$ cat config.mk
export PLATFORM = sky130hd
export DESIGN_NAME = instr_fetch_flat
export DESIGN_NICKNAME = d
export VERILOG_FILES = /design/src/rtl/instr_fetch_pkg.sv /design/src/rtl/instr_fetch_if.sv /design/src/rtl/instr_fetch.sv /design/src/flat_wrapper.sv
export SDC_FILE = /design/constraint.sdc
export NUM_CORES = 1
export LEC_CHECK = 0
export CAP_MARGIN = 20
export CORE_MARGIN = 2
export CORE_UTILIZATION = 42
export DETAILED_ROUTE_END_ITERATION = 10
export PLACE_DENSITY = 0.89
export RECOVER_POWER = 25
export SLEW_MARGIN = 20
export SYNTH_ARGS = -nofsm -noshare
export SYNTH_HDL_FRONTEND = slang
export SYNTH_SLANG_ARGS = --single-unit
$ cat constraint.sdc
create_clock -name clk -period 1.7 [get_ports clk]
set_input_delay 0.34 -clock clk [delete_from_list [all_inputs] [get_ports clk]]
set_output_delay 0.34 -clock clk [all_outputs]
set_load 0.02 [all_outputs]
$ cat src/rtl/instr_fetch_pkg.sv
// Shared definitions for the fetch stage: default widths, fetch FSM states
// and the instruction opcode constants used across the pipeline.
package instr_fetch_pkg;

  localparam int ADDR_W_DEF  = 6;
  localparam int INSTR_W_DEF = 16;

  typedef enum logic [2:0] {
    S_IDLE = 3'd0,
    S_REQ  = 3'd1,
    S_WAIT = 3'd2,
    S_HOLD = 3'd3,
    S_HALT = 3'd4
  } fetch_state_e;

  // Opcode lives in the top nibble of every instruction word.
  localparam logic [3:0] OP_NOP  = 4'h0;
  localparam logic [3:0] OP_ADD  = 4'h1;
  localparam logic [3:0] OP_SUB  = 4'h2;
  localparam logic [3:0] OP_LD   = 4'h3;
  localparam logic [3:0] OP_ST   = 4'h4;
  localparam logic [3:0] OP_JMP  = 4'h8;
  localparam logic [3:0] OP_BEQ  = 4'h9;
  localparam logic [3:0] OP_HALT = 4'hF;

endpackage

$ cat src/rtl/instr_fetch_if.sv
// Fetch-stage bus: instruction-memory read port plus the valid/ready
// handshake towards decode.
interface instr_fetch_if #(
  parameter int ADDR_W  = 6,
  parameter int INSTR_W = 16
);
  logic               imem_en;
  logic [ADDR_W-1:0]  imem_addr;
  logic [INSTR_W-1:0] imem_rdata;
  logic [INSTR_W-1:0] instr_out;
  logic [ADDR_W-1:0]  instr_pc;
  logic               instr_valid;
  logic               instr_ready;

  modport master (
    output imem_en, imem_addr, instr_out, instr_pc, instr_valid,
    input  imem_rdata, instr_ready
  );

  modport slave (
    input  imem_en, imem_addr, instr_out, instr_pc, instr_valid,
    output imem_rdata, instr_ready
  );
endinterface

$ cat src/rtl/instr_fetch.sv
// Instruction fetch: one outstanding read to a 1-cycle-latency memory,
// holds the fetched word for decode, supports redirect and permanent halt.
module instr_fetch
  import instr_fetch_pkg::*;
#(
  parameter int ADDR_W  = ADDR_W_DEF,
  parameter int INSTR_W = INSTR_W_DEF
) (
  input  logic              clk,
  input  logic              rst_n,
  instr_fetch_if.master     bus,
  input  logic              load_pc,
  input  logic [ADDR_W-1:0] load_addr,
  input  logic              halted,
  output logic [ADDR_W-1:0] pc,
  output logic              fetch_halted
);

  fetch_state_e       state_q, state_d;
  logic [ADDR_W-1:0]  pc_q, pc_d;
  logic [INSTR_W-1:0] instr_out_q, instr_out_d;
  logic [ADDR_W-1:0]  instr_pc_q, instr_pc_d;
  logic               instr_valid_q, instr_valid_d;

  always_ff @(posedge clk or negedge rst_n) begin
    if (!rst_n) begin
      state_q       <= S_IDLE;
      pc_q          <= '0;
      instr_out_q   <= '0;
      instr_pc_q    <= '0;
      instr_valid_q <= 1'b0;
    end else begin
      state_q       <= state_d;
      pc_q          <= pc_d;
      instr_out_q   <= instr_out_d;
      instr_pc_q    <= instr_pc_d;
      instr_valid_q <= instr_valid_d;
    end
  end

  always_comb begin
    state_d       = state_q;
    pc_d          = pc_q;
    instr_out_d   = instr_out_q;
    instr_pc_d    = instr_pc_q;
    instr_valid_d = instr_valid_q;

    // Halt beats redirect, redirect beats the decode handshake; HALT is sticky.
    if (state_q != S_HALT && halted) begin
      state_d       = S_HALT;
      instr_valid_d = 1'b0;
    end else if (state_q != S_HALT && load_pc) begin
      state_d       = S_REQ;
      pc_d          = load_addr;
      instr_valid_d = 1'b0;
    end else begin
      case (state_q)
        S_IDLE: state_d = S_REQ;
        S_REQ:  state_d = S_WAIT;
        S_WAIT: begin
          instr_out_d   = bus.imem_rdata;
          instr_pc_d    = pc_q;
          pc_d          = pc_q + ADDR_W'(1);
          instr_valid_d = 1'b1;
          state_d       = S_HOLD;
        end
        S_HOLD: begin
          if (instr_valid_q && bus.instr_ready) begin
            instr_valid_d = 1'b0;
            state_d       = S_REQ;
          end
        end
        S_HALT: state_d = S_HALT;
        default: begin
          state_d       = S_IDLE;
          instr_valid_d = 1'b0;
        end
      endcase
    end
  end

  assign bus.imem_en     = (state_q == S_REQ);
  assign bus.imem_addr   = pc_q;
  assign bus.instr_out   = instr_out_q;
  assign bus.instr_pc    = instr_pc_q;
  assign bus.instr_valid = instr_valid_q;
  assign pc              = pc_q;
  assign fetch_halted    = (state_q == S_HALT);

endmodule

$ cat src/flat_wrapper.sv
// flat-port wrapper written by rule: the top's interface ports become plain ports
module instr_fetch_flat import instr_fetch_pkg::*;
#(
  parameter int ADDR_W  = ADDR_W_DEF,
  parameter int INSTR_W = INSTR_W_DEF
)
  (clk, rst_n, load_pc, load_addr, halted, pc, fetch_halted, bus_imem_en, bus_imem_addr, bus_instr_out, bus_instr_pc, bus_instr_valid, bus_imem_rdata, bus_instr_ready);
  instr_fetch_if #(.ADDR_W(ADDR_W), .INSTR_W(INSTR_W)) bus_i ();
  input  logic clk;
  input  logic rst_n;
  input  logic load_pc;
  input  logic [ADDR_W-1:0] load_addr;
  input  logic halted;
  output logic [ADDR_W-1:0] pc;
  output logic fetch_halted;
  output wire logic [$bits(bus_i.imem_en)-1:0] bus_imem_en;
  output wire logic [$bits(bus_i.imem_addr)-1:0] bus_imem_addr;
  output wire logic [$bits(bus_i.instr_out)-1:0] bus_instr_out;
  output wire logic [$bits(bus_i.instr_pc)-1:0] bus_instr_pc;
  output wire logic [$bits(bus_i.instr_valid)-1:0] bus_instr_valid;
  input wire logic [$bits(bus_i.imem_rdata)-1:0] bus_imem_rdata;
  input wire logic [$bits(bus_i.instr_ready)-1:0] bus_instr_ready;
  assign bus_imem_en = bus_i.imem_en;
  assign bus_imem_addr = bus_i.imem_addr;
  assign bus_instr_out = bus_i.instr_out;
  assign bus_instr_pc = bus_i.instr_pc;
  assign bus_instr_valid = bus_i.instr_valid;
  assign bus_i.imem_rdata = bus_imem_rdata;
  assign bus_i.instr_ready = bus_instr_ready;
  instr_fetch #(.ADDR_W(ADDR_W), .INSTR_W(INSTR_W)) u_core (.clk(clk), .rst_n(rst_n), .bus(bus_i), .load_pc(load_pc), .load_addr(load_addr), .halted(halted), .pc(pc), .fetch_halted(fetch_halted));
endmodule
Word level (Yosys, flattened, before mapping)
Cells that the tools add are included.

Register bits: 32. Bits of input ports: 27. Output and inout bits: 37. Word-level logic and storage cells: 34.

Add/subtract/negate cells: 1. Eq/ne operators: 7. Muxes and demuxes: 10. Bitwise gates (word level): 2. Reduce and logical (&&, ||, !) cells: 9.

Operators by type and width (number): 3-bit case mux with 5 select lines (1); 6-bit 2-to-1 mux (2); 3-bit 2-to-1 mux (3); 6-bit by 1-bit adder with 6-bit output, second input constant (1); 3-bit by 2-bit equality test with 1-bit output, second input constant (2); 4-bit by 1-bit inequality test with 1-bit output, second input constant (1); 2-bit AND reduction (2); 3-bit by 1-bit equality test with 1-bit output, second input constant (1); 3-bit equality test, second input constant (1); 1-bit logical AND (3); 3-bit zero test (1); 1-bit 2-to-1 mux (3); 3-bit by 1-bit inequality test with 1-bit output, second input constant (1); 3-bit inequality test, second input constant (1); 1-bit case mux with 3 select lines (1); 3-bit AND reduction (1); 3-bit OR reduction (1); 1-bit inverter (2); 2-bit nonzero test (1).

Logic depth before layout (Yosys ltp)
Gate-level depths: netlist of the first run.

Word-level depth: 5. Mapped depth: 5. Mapped depth without buffers: 4.

Least setup slack after synthesis of the first run
Ideal clock, no wire load.

Path type: register to register. Start: register u_core.state_q[1]. End: register u_core.pc_q[3], in the netlist u_core.bus.imem_addr[3]. Setup time: 0.135 ns. Arrival: 1.323 ns. Data required time: 1.565 ns. Setup slack: 0.242 ns. Cell stages (with the launch flop): 6. Path buffers: 1. Clock period less this slack: 1.458 ns. Cell sequence: dfrtp_1 buf_2 nor3b_2 nor2_1 o21ai_0 a22oi_1.

Word-level cells in the longest chain between the ends: 4. Elaborated cells on any way between the ends: 8. Those cells by class: eq/ne: 2; mux: 1; bitwise: 1; reduce/logical: 4.

RTL lines: start, declared (RTL line instr_fetch.sv:19) `fetch_state_e state_q, state_d;`; start signal, assigned (RTL line instr_fetch.sv:33) `state_q <= state_d;`; 3-bit inequality test (RTL line instr_fetch.sv:49, instr_fetch.sv:52); 1-bit logical AND, on equally long branches (RTL line instr_fetch.sv:52, instr_fetch.sv:49); 2-bit nonzero test (no line) / 1-bit inverter (equally long branches); 2-bit AND reduction (no line); end signal, assigned (RTL line instr_fetch.sv:34) `pc_q <= pc_d;`; end, declared (RTL line instr_fetch.sv:20) `logic [ADDR_W-1:0] pc_q, pc_d;`.

Several ways; a longest one is shown, not always the timed one. A chain may end at the register's enable or synchronous reset.

Worst setup path after layout of the first run
Start: register u_core.pc_q[4], in the netlist u_core.bus.imem_addr[4]. End: output port pc[4].

RTL lines: end, declared (RTL line flat_wrapper.sv:14) `output logic [ADDR_W-1:0] pc;`.

No word-level cell between the ends.

==> qor.yml, run 1 <==
worst_setup_path:
  cp_max_fo: 4
  critPathTopFamily: "buffers and inverters"
  slowest_delay_ns: 0.63
  r2r_start: "u_core.state_q[0]$_DFFE_PN0P_"
  arrival_ns: 1.33
  path_cells: "clkdlybuf4s50_1"
  crit_start: "u_core.bus.imem_addr[4]$_DFFE_PN0P_"
  critPathSlowestCell: "clkdlybuf4s50_1"
  r2r-end: "u_core.bus.imem_addr[1]$_DFFE_PN0P_"
  rrSetupSlack_ns: 0.15
  critPathKind: "register to output port"
  worstSetupEndpointType: "output port"
  cp-start-kind: "register"
  reg2reg_depth: 5
  crit_buf_inv: 1
  critPathRequiredTime_ns: 1.36
synthesis:
  synth-compound-area-share_pct: 11.3
  synthAdderAreaFrac_pct: 0.801
  synth_top_area_share_pct: 51.2
  synthMuxAreaShare_pct: 21.4
  synth_simple_gate_area_share_pct: 9.13
  syn_avg_cell_area_um2: 13.0
  yosys.area.top_type: "dfrtp_1"
  yosys-top-cells-area: "dfrtp_1, mux2_4, buf_4"
  ys_types: 33
  ys_seq_area_share_pct: 51.2
  synth_top_family_by_area: "multiplexers"
  synth_fp_nets: 148
  ys_ff_latch: 32
  synth-xor-area-share_pct: 0
  synth_warnings: 0
  synth_area_um2: 1560
  syn_inst: 120
routing:
  routed-via-count: 1269
  via_per_inst: 5.27
  wire_per_inst_um: 16.2
  drc: 0
  drt_iter0_markers: 95
  drt-pass1-iter-count: 4
  drt_wl_total_um: 3890
  ant_nets: 0
min_path:
  min_delay_worst_endpoint: "u_core.bus.instr_out[4]$_DFFE_PN0P_"
  min_path_cells: 1
  worst_hold_path_type: "register to register"
  min_from: "u_core.bus.instr_out[4]$_DFFE_PN0P_"
floorplanning:
  dieArea_um2: 4230
  start_util_pct: 43.3
  core_area_um2: 3610
  die_w_um: 65
  die_y_um: 65
  rows: 22
  io_pins: 64
timing:
  grt_setup_unrepaired: "no"
  fin_hold_ws_ns: 0.509
  relSlewSlack_pct: 48.5
  fin_skew_ns: 0.00794
  fin_crit_ns: 1.67
  finalSetupViolations: 0
  slew_violations: 0
  tightest_slew_ns: 0.772
  max_freq_mhz: 600
  hold_viol: 0
  post-route-period-util_pct: 98.1
grt:
  overflow: 0
  grt_max_degree: 33
  grt_pass1_vias: 1266
  grt_use_total_pct: 20.3
  grt_pass1_wl_um: 6300
  antenna_found_initial: 0
power_and_ir_drop:
  power_density_nw_per_um2: 610
  comb_power_share_pct: 6.3
  swShare_pct: 20.9
  switchingPower_mw: 0.302
  peakVddDrop_v: 0.000248
  pwr-share-seq_pct: 52.8
  pwr-share-clk_pct: 40.9
  leakage_nw: 1.22
  p_int_mw: 1.14
final_layout:
  antenna-diode-count: 0
  drive_gt1_share_pct: 24.4
  stdcell_count: 241
  final_net_count: 220
  design_area_um2: 2370
  most-common-layout-cells: "clkdlybuf4s50_1, dfrtp_1, mux2_4, buf_4"
  final_common_cell: "clkdlybuf4s50_1"
  area_growth_pct: 51.4
placed_design:
  gp_congestion: 0.863
  place_area_um2: 2280
  io_buffers: 63
  hpwlAfterDp_um: 2820
  place_inst: 233
job:
  max_cap_viol_count: 0
clocking:
  clock_latency_ns: 0.29
  cts_buffer_depth: 2
  cts_tree: "done"
  htree_levels: 2
  cts.reportedPaths.clkPinSlew_ns: 0.07
  numCtsBuffers: 5
  cts-root-buf: "clkbuf_8"
  cts_sinks: 32
  post_cts_buffers: 0
status:
  status: "complete, no violations"
[flip-flops by register name (all words and copies together), names as in the netlist]
signal	cells
u_core.bus.imem_addr	6
u_core.bus.instr_out	16
u_core.bus.instr_pc	6
u_core.bus.instr_valid	1
u_core.state_q	3
[final cells by class]
cell class,count,area [um2]
clock buffers,6,82.6
multi-input cells,73,666
well taps,48,60.1
repair buffers,75,728
clock inverters,2,10.0
fillers,243,1240
inverters,5,18.8
flip-flops and latches,32,801
[through the flow]
stage | setup TNS [ns] | utilization [%] | total power [mW] | setup slack [ns]
floorplan | 0 | - | 0.781 | 0.242
global placement | -1.59 | 63.2 | 0.865 | -0.0867
detailed placement | -2.11 | 63.2 | 0.868 | -0.180
CTS | 0 | 65.4 | 1.46 | 0.00686
global route | 0 | 65.6 | 1.50 | 0.00606
finish | 0 | 65.6 | 1.44 | 0.0330
[cells in the mapped netlist]
library cell and number:
nand2b_2 1, a31oi_1 1, o21ai_4 1, and3_1 1, dfrtp_1 32, and4_1 1
inv_1 5, ha_1 1, a2bb2oi_1 1, nor3_4 1, a32oi_1 1, buf_6 2
nor2_1 3, o21bai_1 1, o211ai_1 1, o21ai_0 8, nor3b_2 1, mux2_4 18
mux2_2 3, nor2b_1 1, buf_2 2, nand2_1 8, o221a_2 1, a21oi_1 5
nor3b_1 1, o22ai_1 2, mux2i_1 3, a32o_1 1, nand3_1 3, a211oi_1 1
buf_4 6, nand3b_4 1, a22oi_1 2
[layer usage]
metal | wire length (um) | part of all wire, % | vias to the layer above | global-route usage, %
met1 | 1520 | 39 | 628 | 23.5
met5 | 0 | 0 | - | 0
met4 | 101 | 2.6 | 0 | 10.4
met3 | 280 | 7.2 | 11 | 5.21
li1 | - | - | 570 | -
met2 | 1990 | 51 | 60 | 34.5
[worst max path at each step]
| stage | slack (ns) | cells after the start | endpoint |
|---|---|---|---|
| 3_3_place_gp | -0.09 | 6 | u_core.bus.imem_addr[5]$_DFFE_PN0P_ |
| 3_5_place_dp | -0.18 | 6 | u_core.bus.imem_addr[3]$_DFFE_PN0P_ |
| 4_1_cts | 0.007 | 1 | pc[5] |
| 6_report | 0.03 | 1 | pc[4] |
| 5_1_grt | 0.006 | 2 | fetch_halted |
| 2_1_floorplan | 0.24 | 5 | u_core.bus.imem_addr[3]$_DFFE_PN0P_ |
[power by group through the flow]
stage	Clock, mW	Combinational, mW	Sequential (mW)
floorplan	0	0.00491	0.776
global placement	0	0.0893	0.776
detailed placement	0	0.0927	0.776
CTS	0.605	0.0935	0.761
global route	0.644	0.0986	0.761
finish	0.591	0.0910	0.762
[kinds of logic after synthesis]
| group | Yosys count |
|---|---|
| flops | 32 |
| compound gates | 26 |
| mux | 24 |
| simple gates | 22 |
| buf+inv | 15 |
| fa+ha+maj | 1 |
[repair_timing]
item | 4_1_cts | 5_1_grt
hold buffers | 0 | 0
setup endpoints to repair | 9 | 4
gates resized for setup | 9 | 4
No activity file was read; power rests on OpenSTA's default activity.
==> run 2: changes to the inputs <==
--- a/config.mk
+++ b/config.mk
@@ -6,12 +6,15 @@
 export NUM_CORES = 1
 export LEC_CHECK = 0
 export CAP_MARGIN = 20
+export CELL_PAD_IN_SITES_DETAIL_PLACEMENT = 1
+export CELL_PAD_IN_SITES_GLOBAL_PLACEMENT = 1
 export CORE_MARGIN = 2
-export CORE_UTILIZATION = 42
+export CORE_UTILIZATION = 33
 export DETAILED_ROUTE_END_ITERATION = 10
-export PLACE_DENSITY = 0.89
+export PLACE_DENSITY = 0.9
 export RECOVER_POWER = 25
 export SLEW_MARGIN = 20
 export SYNTH_ARGS = -nofsm -noshare
 export SYNTH_HDL_FRONTEND = slang
 export SYNTH_SLANG_ARGS = --single-unit
+export TNS_END_PERCENT = 5
==> run 2 against run 1 <==
Compared with the run above:
- power down 3.3%
- sequential share of layout area down 0.12 points
- final area up 0.37%
- critical path depth up 1
- worst setup slack better by 0.032 ns
- die area up 25%
- combinational power up 1%
- final cell count up 2.5%
- hold slack about the same
- sequential power about the same
- first-iteration DRC count down 39%
- largest power group unchanged
==> qor.yml, run 2 (same netlist as run 1, synthesis figures left out) <==
routing:
  via_per_inst: 4.97  # was 5.27
  drt_wl_total_um: 3880  # was 3890 um
  drt-pass1-iter-count: 6  # was 4
  ant_nets: 0  # unchanged
  wire_per_inst_um: 15.7  # was 16.2 um
  drc: 0  # unchanged
  drt_iter0_markers: 58  # was 95
  routed-via-count: 1227  # was 1,269
grt:
  grt_max_degree: 33  # unchanged
  overflow: 0  # unchanged
  antenna_found_initial: 0  # unchanged
  grt_use_total_pct: 15.8  # was 20.3%
  grt_pass1_vias: 1255  # was 1,266
  grt_pass1_wl_um: 6310  # was 6300 um
worst_setup_path:
  critPathKind: "register to output port"  # unchanged
  cp-start-kind: "register"  # unchanged
  arrival_ns: 1.30  # was 1.33 ns
  worstSetupEndpointType: "output port"  # unchanged
  critPathRequiredTime_ns: 1.36  # about the same
  cp_max_fo: 4  # unchanged
timing:
  finalSetupViolations: 0  # unchanged
  post-route-period-util_pct: 96.2  # was 98.1%
  grt_setup_unrepaired: "no"  # unchanged
  slew_violations: 0  # unchanged
  hold_viol: 0  # unchanged
  setup-tns-final_ns: 0  # unchanged
  fin_skew_ns: 0.00802  # was 0.00794 ns
  relSlewSlack_pct: 45.3  # was 48.5%
  fin_crit_ns: 1.64  # was 1.67 ns
  tightest_slew_ns: 0.821  # was 0.772 ns
  max_freq_mhz: 611  # was 600 MHz
clocking:
  post_cts_buffers: 0  # unchanged
  cts.reportedPaths.clkPinSlew_ns: 0.07  # about the same
  numCtsBuffers: 5  # unchanged
  htree_levels: 2  # unchanged
  cts-root-buf: "clkbuf_8"  # unchanged
  clock_latency_ns: 0.28  # was 0.29 ns
  cts_sinks: 32  # unchanged
  cts_buffer_depth: 2  # unchanged
  cts_tree: "done"  # unchanged
floorplanning:
  io_pins: 64  # unchanged
  core_area_um2: 4630  # was 3610 um2
  die_y_um: 72.8  # was 65 um
  rows: 25  # was 22
  dieArea_um2: 5300  # was 4230 um2
  start_util_pct: 33.8  # was 43.3%
  die_w_um: 72.8  # was 65 um
final_layout:
  drive_gt1_share_pct: 24.4  # unchanged
  antenna-diode-count: 0  # unchanged
  most-common-layout-cells: "clkdlybuf4s50_1, dfrtp_1, mux2_4, buf_4"  # unchanged
  area_growth_pct: 52.0  # was 51.4%
  largest_reg_flops: 16  # unchanged
  stdcell_count: 247  # was 241
  final_common_cell: "clkdlybuf4s50_1"  # unchanged
  final_net_count: 221  # was 220
status:
  status: "complete, no violations"  # unchanged
placed_design:
  io_buffers: 63  # unchanged
  hpwlAfterDp_um: 2920  # was 2820 um
  place_inst: 240  # was 233
  gp_congestion: 0.844  # was 0.863
job:
  max_cap_viol_count: 0  # unchanged
power_and_ir_drop:
  leakage_nw: 1.22  # about the same
  peakVddDrop_v: 0.000283  # was 0.000248 V
  power_density_nw_per_um2: 588  # was 610 nW/um2
min_path:
  worst_hold_path_type: "register to register"  # unchanged
[run 2: changes by cell type in the layout (fill, tap and decap cells not counted)]
cell            before  now
dlygate4sd2_1        8    6
dlymetal6s2s_1       3    5
a32o_1               1    0
a32o_2               0    1
buf_4               10   11
clkbuf_1             0    1
clkbuf_8             6    5
clkinv_2             2    1
[run 2: per-stage QoR]
stage	cell area, um2	worst slack, ns	hold WS, ns	total power [mW]	utilization (%)
3_3_place_gp	2290	-0.147	0.464	0.868	49.5
2_1_floorplan	1560	0.242	0.0444	0.781	-
5_1_grt	2370	0.00133	0.527	1.46	51.3
4_1_cts	2360	0.00205	0.470	1.42	51.0
6_report	2370	0.0645	0.509	1.40	51.3
3_5_place_dp	2290	-0.193	0.493	0.870	49.5
[run 2: area by class of cell]
cell class / count / area, um2
inverter: 5 / 18.8
clock inverter: 1 / 5.00
fill: 493 / 2250
clock buffer: 6 / 72.6
timing repair buffer: 76 / 743
sequential: 32 / 801
multi-input combinational: 73 / 667
tap: 54 / 67.6
[run 2: power by group]
part	leakage, nW	internal [mW]	switching [mW]
Clock	0.0410	0.278	0.265
Combinational	0.748	0.0588	0.0331
Sequential	0.426	0.762	0
[run 2: worst paths after layout]
check,startpoint,end,slack [ns],cells after the start
min in group asynchronous,rst_n,u_core.bus.instr_pc[1]$_DFFE_PN0P_,0.68,2
worst min-delay path,u_core.bus.instr_out[4]$_DFFE_PN0P_,u_core.bus.instr_out[4]$_DFFE_PN0P_,0.51,1
max in group asynchronous,rst_n,u_core.bus.instr_out[6]$_DFFE_PN0P_,0.49,2
worst min register to register,u_core.bus.instr_out[4]$_DFFE_PN0P_,u_core.bus.instr_out[4]$_DFFE_PN0P_,0.51,1
worst max-delay path,u_core.state_q[2]$_DFFE_PN0P_,fetch_halted,0.06,2
worst max register to register,u_core.state_q[0]$_DFFE_PN0P_,u_core.bus.imem_addr[4]$_DFFE_PN0P_,0.16,5
[run 2: metal layers]
metal  share of wire, %  track usage (%)  wire length, um
met5                  0                0                0
met4                2.5             7.00               97
met3                6.3             3.87              245
met2                 47             24.0             1840
met1                 44             21.2             1710
[run 2: timing repair]
item                                    in CTS  in global routing
hold buffers                                 0                  0
gates cloned                                 0                  0
gates resized for setup                      7                  7
endpoints found under the setup margin       8                  7
[run 2: critical path, stage by stage, from the launching register on]
cell           delay, ns
dfrtp_1             0.44
nor3b_2             0.22
dlygate4sd2_1       0.35
